==> config.mk <==
export PLATFORM = sky130hd
export DESIGN_NAME = encoder8to3
export DESIGN_NICKNAME = d
export VERILOG_FILES = /design/src/rtl/enc_pkg.sv /design/src/rtl/enc_prio8.sv /design/src/rtl/encoder8to3.sv
export SDC_FILE = /design/constraint.sdc
export NUM_CORES = 1
export LEC_CHECK = 0
export BUFFER_PORTS_ARGS = -buffer_cell sky130_fd_sc_hd__buf_2
export CORE_MARGIN = 1.5
export CORE_UTILIZATION = 45
export DETAILED_ROUTE_END_ITERATION = 12
export PLACE_DENSITY_LB_ADDON = 0.15
export SLEW_MARGIN = 20
export SYNTH_ARGS = -nofsm -noshare
export SYNTH_HDL_FRONTEND = slang
export SYNTH_SLANG_ARGS = --single-unit
==> constraint.sdc <==
create_clock -name i_clk -period 2.2 [get_ports i_clk]
set_input_delay 0.66 -clock i_clk [delete_from_list [all_inputs] [get_ports i_clk]]
set_output_delay 0.66 -clock i_clk [all_outputs]
set_load 0.03 [all_outputs]
==> src/rtl/enc_pkg.sv <==
// Shared types and widths for the 8-to-3 sequential encoder.
package enc_pkg;

    localparam int unsigned SEL_W  = 8;
    localparam int unsigned ADDR_W = 3;

    typedef enum logic [0:0] {
        IDLE = 1'b0,
        SCAN = 1'b1
    } enc_state_e;

endpackage

==> src/rtl/enc_prio8.sv <==
// Combinational priority finder: index of the lowest (or highest) set bit, plus a
// flag that is set when exactly one bit is set.
module enc_prio8
    import enc_pkg::*;
#(
    parameter bit MSB_FIRST = 1'b0
) (
    input  logic [SEL_W-1:0]  pending,
    output logic [ADDR_W-1:0] index,
    output logic              single
);

    always_comb begin
        index = '0;
        if (MSB_FIRST) begin
            for (int i = 0; i < int'(SEL_W); i++) begin
                if (pending[i]) index = ADDR_W'(i);
            end
        end else begin
            for (int i = int'(SEL_W) - 1; i >= 0; i--) begin
                if (pending[i]) index = ADDR_W'(i);
            end
        end
    end

    // Non-zero and clearing the lowest set bit leaves nothing.
    assign single = (pending != '0) && ((pending & (pending - SEL_W'(1))) == '0);

endmodule

==> src/rtl/encoder8to3.sv <==
// Sequential 8-to-3 encoder: emits the index of every set selector bit, one per beat.
// Optional macro ENC_ZERO_ERR_EN adds o_err, a one-cycle pulse after a zero vector.
module encoder8to3
    import enc_pkg::*;
#(
    parameter bit MSB_FIRST = 1'b0
) (
    input  logic              i_clk,
    input  logic              i_rst,
    input  logic              i_sel_valid,
    input  logic [SEL_W-1:0]  i_selector,
    output logic              o_sel_ready,
    output logic              o_addr_valid,
    output logic [ADDR_W-1:0] o_addr,
    output logic              o_last,
    input  logic              i_addr_ready,
`ifdef ENC_ZERO_ERR_EN
    output logic              o_err,
`endif
    output logic              o_busy
);

    enc_state_e        state_q, state_d;
    logic [SEL_W-1:0]  pending_q, pending_d;
    logic [ADDR_W-1:0] idx;
    logic              single;
    logic              sel_fire;
    logic              addr_fire;

    enc_prio8 #(
        .MSB_FIRST (MSB_FIRST)
    ) u_prio (
        .pending (pending_q),
        .index   (idx),
        .single  (single)
    );

    assign o_sel_ready  = (state_q == IDLE);
    assign o_addr_valid = (state_q == SCAN);
    assign o_busy       = (state_q == SCAN);
    assign o_addr       = o_addr_valid ? idx : '0;
    assign o_last       = o_addr_valid & single;

    assign sel_fire  = i_sel_valid & o_sel_ready;
    assign addr_fire = o_addr_valid & i_addr_ready;

    always_comb begin
        state_d   = state_q;
        pending_d = pending_q;
        unique case (state_q)
            IDLE: begin
                if (sel_fire && (i_selector != '0)) begin
                    pending_d = i_selector;
                    state_d   = SCAN;
                end
            end
            SCAN: begin
                if (addr_fire) begin
                    pending_d = pending_q & ~(SEL_W'(1) << idx);
                    if (single) state_d = IDLE;
                end
            end
            default: begin
                state_d   = IDLE;
                pending_d = '0;
            end
        endcase
    end

    always_ff @(posedge i_clk or posedge i_rst) begin
        if (i_rst) begin
            state_q   <= IDLE;
            pending_q <= '0;
        end else begin
            state_q   <= state_d;
            pending_q <= pending_d;
        end
    end

`ifdef ENC_ZERO_ERR_EN
    logic err_q;

    always_ff @(posedge i_clk or posedge i_rst) begin
        if (i_rst) begin
            err_q <= 1'b0;
        end else begin
            err_q <= sel_fire && (i_selector == '0);
        end
    end

    assign o_err = err_q;
`endif

endmodule

== After elaboration in Yosys (flattened, before gate mapping) ==
Cells that the tools add are included.

* Add/sub/neg operators: 1
* Equal/unequal tests: 2
* Shift-type cells: 1
* Mux-type cells: 16
* Bitwise logic cells: 7
* Reduce and logical (&&, ||, !) cells: 6

{| class="wikitable"
|+ Operator list
! cell !! count
|-
| two-way mux 3 bit || 9
|-
| AND 8 bit || 2
|-
| two-way mux 8 bit || 2
|-
| case mux 8 bit (2 select lines) || 1
|-
| nonzero test 8 bit || 2
|-
| logical NOT 8 bit || 1
|-
| inverter 8 bit || 1
|-
| << shifter 1 x 3 -> 8 bit (first input constant) || 1
|-
| subtractor 8 x 1 -> 8 bit (second input constant) || 1
|-
| inequality test 2 x 1 -> 1 bit (second input constant) || 2
|-
| AND 1 bit || 3
|-
| two-way mux 1 bit || 3
|-
| logical AND 1 bit || 2
|-
| case mux 1 bit (2 select lines) || 1
|-
| AND reduction 2 bit || 1
|-
| inverter 1 bit || 1
|}

* Bits in registers: 9
* Bits of input ports: 12
* Logic and storage cells: 35

== Logic depth before layout (Yosys ltp) ==
* Word-level depth: 13
* Depth in mapped cells: 5

== Cells and area by module ==
From an unflattened synthesis, not the netlist that was laid out.

* Cell total of the unflattened synthesis: 85
* Area, all modules: 758.2 µm²

{| class="wikitable"
|+ By module, submodules not included
! module !! times used !! cells an instance !! area each (µm²) !! seq. area each (µm²)
|-
| encoder8to3 || 1 || 62 || 595.6 || 225.2
|-
| enc_prio8 || 1 || 23 || 162.7 || 0.0
|}

== Worst setup path before layout ==
Ideal clock, no wire load.

* Path type: flip-flop to output port
* Start: reg pending_q[0]
* End: out o_addr[2]
* Data arrival time: 1.696 ns
* Data required time: 1.540 ns
* Setup slack: -0.156 ns
* Stages on the path, launching flop included: 4
* Cells stage by stage: dfrtp_1 > buf_6 > or4_4 > nor3_1

* Word-level cells in the longest chain between the ends: 2

{| class="wikitable"
|+ RTL lines
! element !! line !! text
|-
| start, declared || encoder8to3.sv:24 || <nowiki>logic [SEL_W-1:0] pending_q, pending_d;</nowiki>
|-
| start signal, assigned || encoder8to3.sv:76 || <nowiki>pending_q <= pending_d;</nowiki>
|-
| two-way mux 3 bit || enc_prio8.sv:21 || <nowiki>if (pending[i]) index = ADDR_W'(i);</nowiki>
|-
| two-way mux 3 bit || encoder8to3.sv:41 || <nowiki>assign o_addr = o_addr_valid ? idx : '0;</nowiki>
|-
| end, declared || encoder8to3.sv:14 || <nowiki>output logic [ADDR_W-1:0] o_addr,</nowiki>
|}

Every way passes these cells.

== Final worst setup path ==
* Start: reg pending_q[3]
* End: out o_last

* Word-level cells in the longest chain between the ends: 5

{| class="wikitable"
|+ RTL lines
! element !! line !! text
|-
| subtractor 8 x 1 -> 8 bit || enc_prio8.sv:27 || <nowiki>assign single = (pending != '0) && ((pending & (pending - SEL_W'(1))) == '0);</nowiki>
|-
| AND 8 bit || enc_prio8.sv:27 ||
|-
| logical NOT 8 bit || enc_prio8.sv:27 ||
|-
| logical AND 1 bit (*) || enc_prio8.sv:27 ||
|-
| AND 1 bit (*) || encoder8to3.sv:42 || <nowiki>assign o_last = o_addr_valid & single;</nowiki>
|-
| end, declared || encoder8to3.sv:15 || <nowiki>output logic o_last,</nowiki>
|}

Mark *: on every way between the ends. The rest lies on a longest branch, timed or not.

==> qor.yml <==
yosys:
  synth.most_common_cell: "o21ai_0"
  synth_fp_nets: 91
  syn_avg_cell_area_um2: 9.06
  synth_area_leaders: "dfrtp_1, o21ai_0, a22o_1"
  netlist_instances: 79
  ys_seq_area_share_pct: 31.5
  synth_top_area_share_pct: 31.5
  yosys.area.top_type: "dfrtp_1"
  synth_cell_type_count: 32
  synth_edf_count: 0
  syn_area_um2: 716
  synthFlopType: "dfrtp_1"
  synth_warnings: 0
  ys_ff_latch: 9
  synth-async-reset-ratio_pct: 100
  synthTopCellsByCount: "o21ai_0, dfrtp_1, nand2_1, nor2_1"
clock_network:
  cts_tree: "done"
  cts_made_buffers: 3
  cts_hold_buf: 0
  cts_max_path_buffers: 2
  clockRootBuffer: "clkbuf_4"
  h-tree-depth: 1
  cts_sinks: 9
  insertion_delay_ns: 0.26
  cts.clk_slew.worst_paths_ns: 0.06
placement:
  io_buffers: 18
  gp_congestion: 0.855
  pre_cts_slack_ns: -0.0560
  hpwlAfterDp_um: 1360
  placed_cells: 115
floorplan:
  io_pins: 19
  row_count: 14
  dieArea_um2: 1840
  core_um2: 1490
  die_h_um: 42.9
  start_util_pct: 48.1
  die_w_um: 42.9
timing:
  hold_ws_ns: 0.348
  setup_ws_ns: -0.246
  slew_viol_final: 0
  fin_crit_sh_pct: 111
  fmax_mhz: 409
  worst_slew_pin_slew_ns: 0.546
  finalHoldViolCount: 0
  rsz0062_at_grt: "yes"
  slew_headroom_pct: 63.3
  setup_viol: 2
  period_needed_ns: 2.45
  finClkSkew_ns: 0.00287
critical_path:
  criticalPathCategory: "reg -> out"
  arrival_ns: 1.79
  crit_required_ns: 1.54
  critPathMaxFanout: 4
  end_kind: "output pin"
  start_kind: "flop"
global_routing:
  antenna_found_initial: 0
  overflow: 0
  grt_pass1_wl_um: 3070
  grt_start_max_net_pins: 15
  first_global_vias: 654
  grt_usage_pct: 22.4
route:
  drt-pass1-iter-count: 4
  via_per_inst: 5.96
  ant_nets: 0
  wl_per_cell_um: 15.7
  drc: 0
  detailedRoute.firstIterationViolations: 19
  vias: 721
  wirelength_um: 1910
status:
  violations: "setup timing"
  status: "finished, violations left"
layout:
  layout-drive-gt1-share_pct: 49.5
  fillCellCount: 134
  areaGrowthSynthToFinish_pct: 32.0
  fin_nets: 118
  diodes: 0
  layoutNonFillerInstCount: 121
run:
  cap_violations: 0
power:
  power.density_nw_per_um2: 1790
  ir_worst_vdd_mv: 1.08
  leakage_nw: 0.415
min_path:
  hold_class: "in -> async"
[worst paths after layout]
check	start	endpoint	slack [ns]	cells past startpoint
max	pending_q[3]	o_last	-0.25	5
min	i_rst	o_addr_valid	0.35	2
max reg2reg	pending_q[3]	pending_q[5]	0.04	5
min reg2reg	pending_q[0]	pending_q[0]	0.60	2
max in group asynchronous	i_rst	pending_q[4]	1.58	2
min in group i_clk	pending_q[0]	pending_q[0]	0.60	2
[placed cells by master (no fill, tap or decap), drive strengths merged, types with 3 or more instances in the layout]
| cell | Yosys | routed |
|---|---|---|
| inv | 4 | 4 |
| buf | 5 | 29 |
| or4 | 3 | 3 |
| a22o | 7 | 7 |
| o21a | 3 | 3 |
| nor2 | 5 | 5 |
| o21ai | 10 | 10 |
| dfrtp | 9 | 9 |
| nand2 | 6 | 6 |
| clkbuf | 2 | 4 |
| nor3 | 4 | 4 |
[area by class of cell]
cell class              instances  area [µm²]  area share [%]
flip-flops and latches          9         228            24.1
repair buffers                 29         188            19.9
clock buffers                   4        26.3            2.78
inverters                       4        15.0            1.59
well taps                      16        20.0            2.12
multi-input cells              59         468            49.5
[cell families (layout without fill, tap and decap cells)]
group                    after synthesis  after routing  synth area share, %
AND/OR/NAND/NOR                       27             27                 22.2
AO/OA/AOI/OAI                         30             30                 30.9
XOR/XNOR                               1              1                 1.22
adder cells (fa/ha/maj)                1              1                 1.40
flip-flops                             9              9                 31.5
buffers and inverters                 11             37                 12.8
[worst max-delay path: stages (launching register included)]
cell	delay, ns
dfrtp_1	0.38
or4_4	0.60
o21ai_4	0.17
o31ai_4	0.09
and3_4	0.16
buf_6	0.13
[metal layers]
metal	up-vias	wire length [µm]	GRT usage (%)
met5	-	0	0
met1	337	887	30.8
met3	2	95	7.66
met4	0	6	3.75
li1	349	-	-
met2	33	916	34.2
[per-stage QoR]
stage	TNS [ns]	instance area, µm²	util (%)	power [mW]
finish	-0.467	945	63.4	1.69
global route	-0.559	945	63.4	1.80
CTS	-0.482	903	60.7	1.59
detailed placement	-0.105	832	55.9	1.34
global placement	-0.0270	832	55.9	1.33
floorplan	0	731	-	1.13
[sequential cells by signal, indices dropped and copies added (netlist names)]
name,flops
o_addr_valid,1
pending_q,8
[what timing repair did]
item	4_1_cts	5_1_grt
pin swaps	2	1
resized for setup	12	8
setup buffers	1	1
setup endpoints to repair	4	5
cloned	0	0
[power breakdown]
part / total [mW] / switching (mW) / internal (mW)
clock network: 0.128 / 0.0577 / 0.0699
logic: 1.16 / 0.610 / 0.546
registers: 0.404 / 0.157 / 0.247
Note: power is estimated with default switching activity, not from simulation.
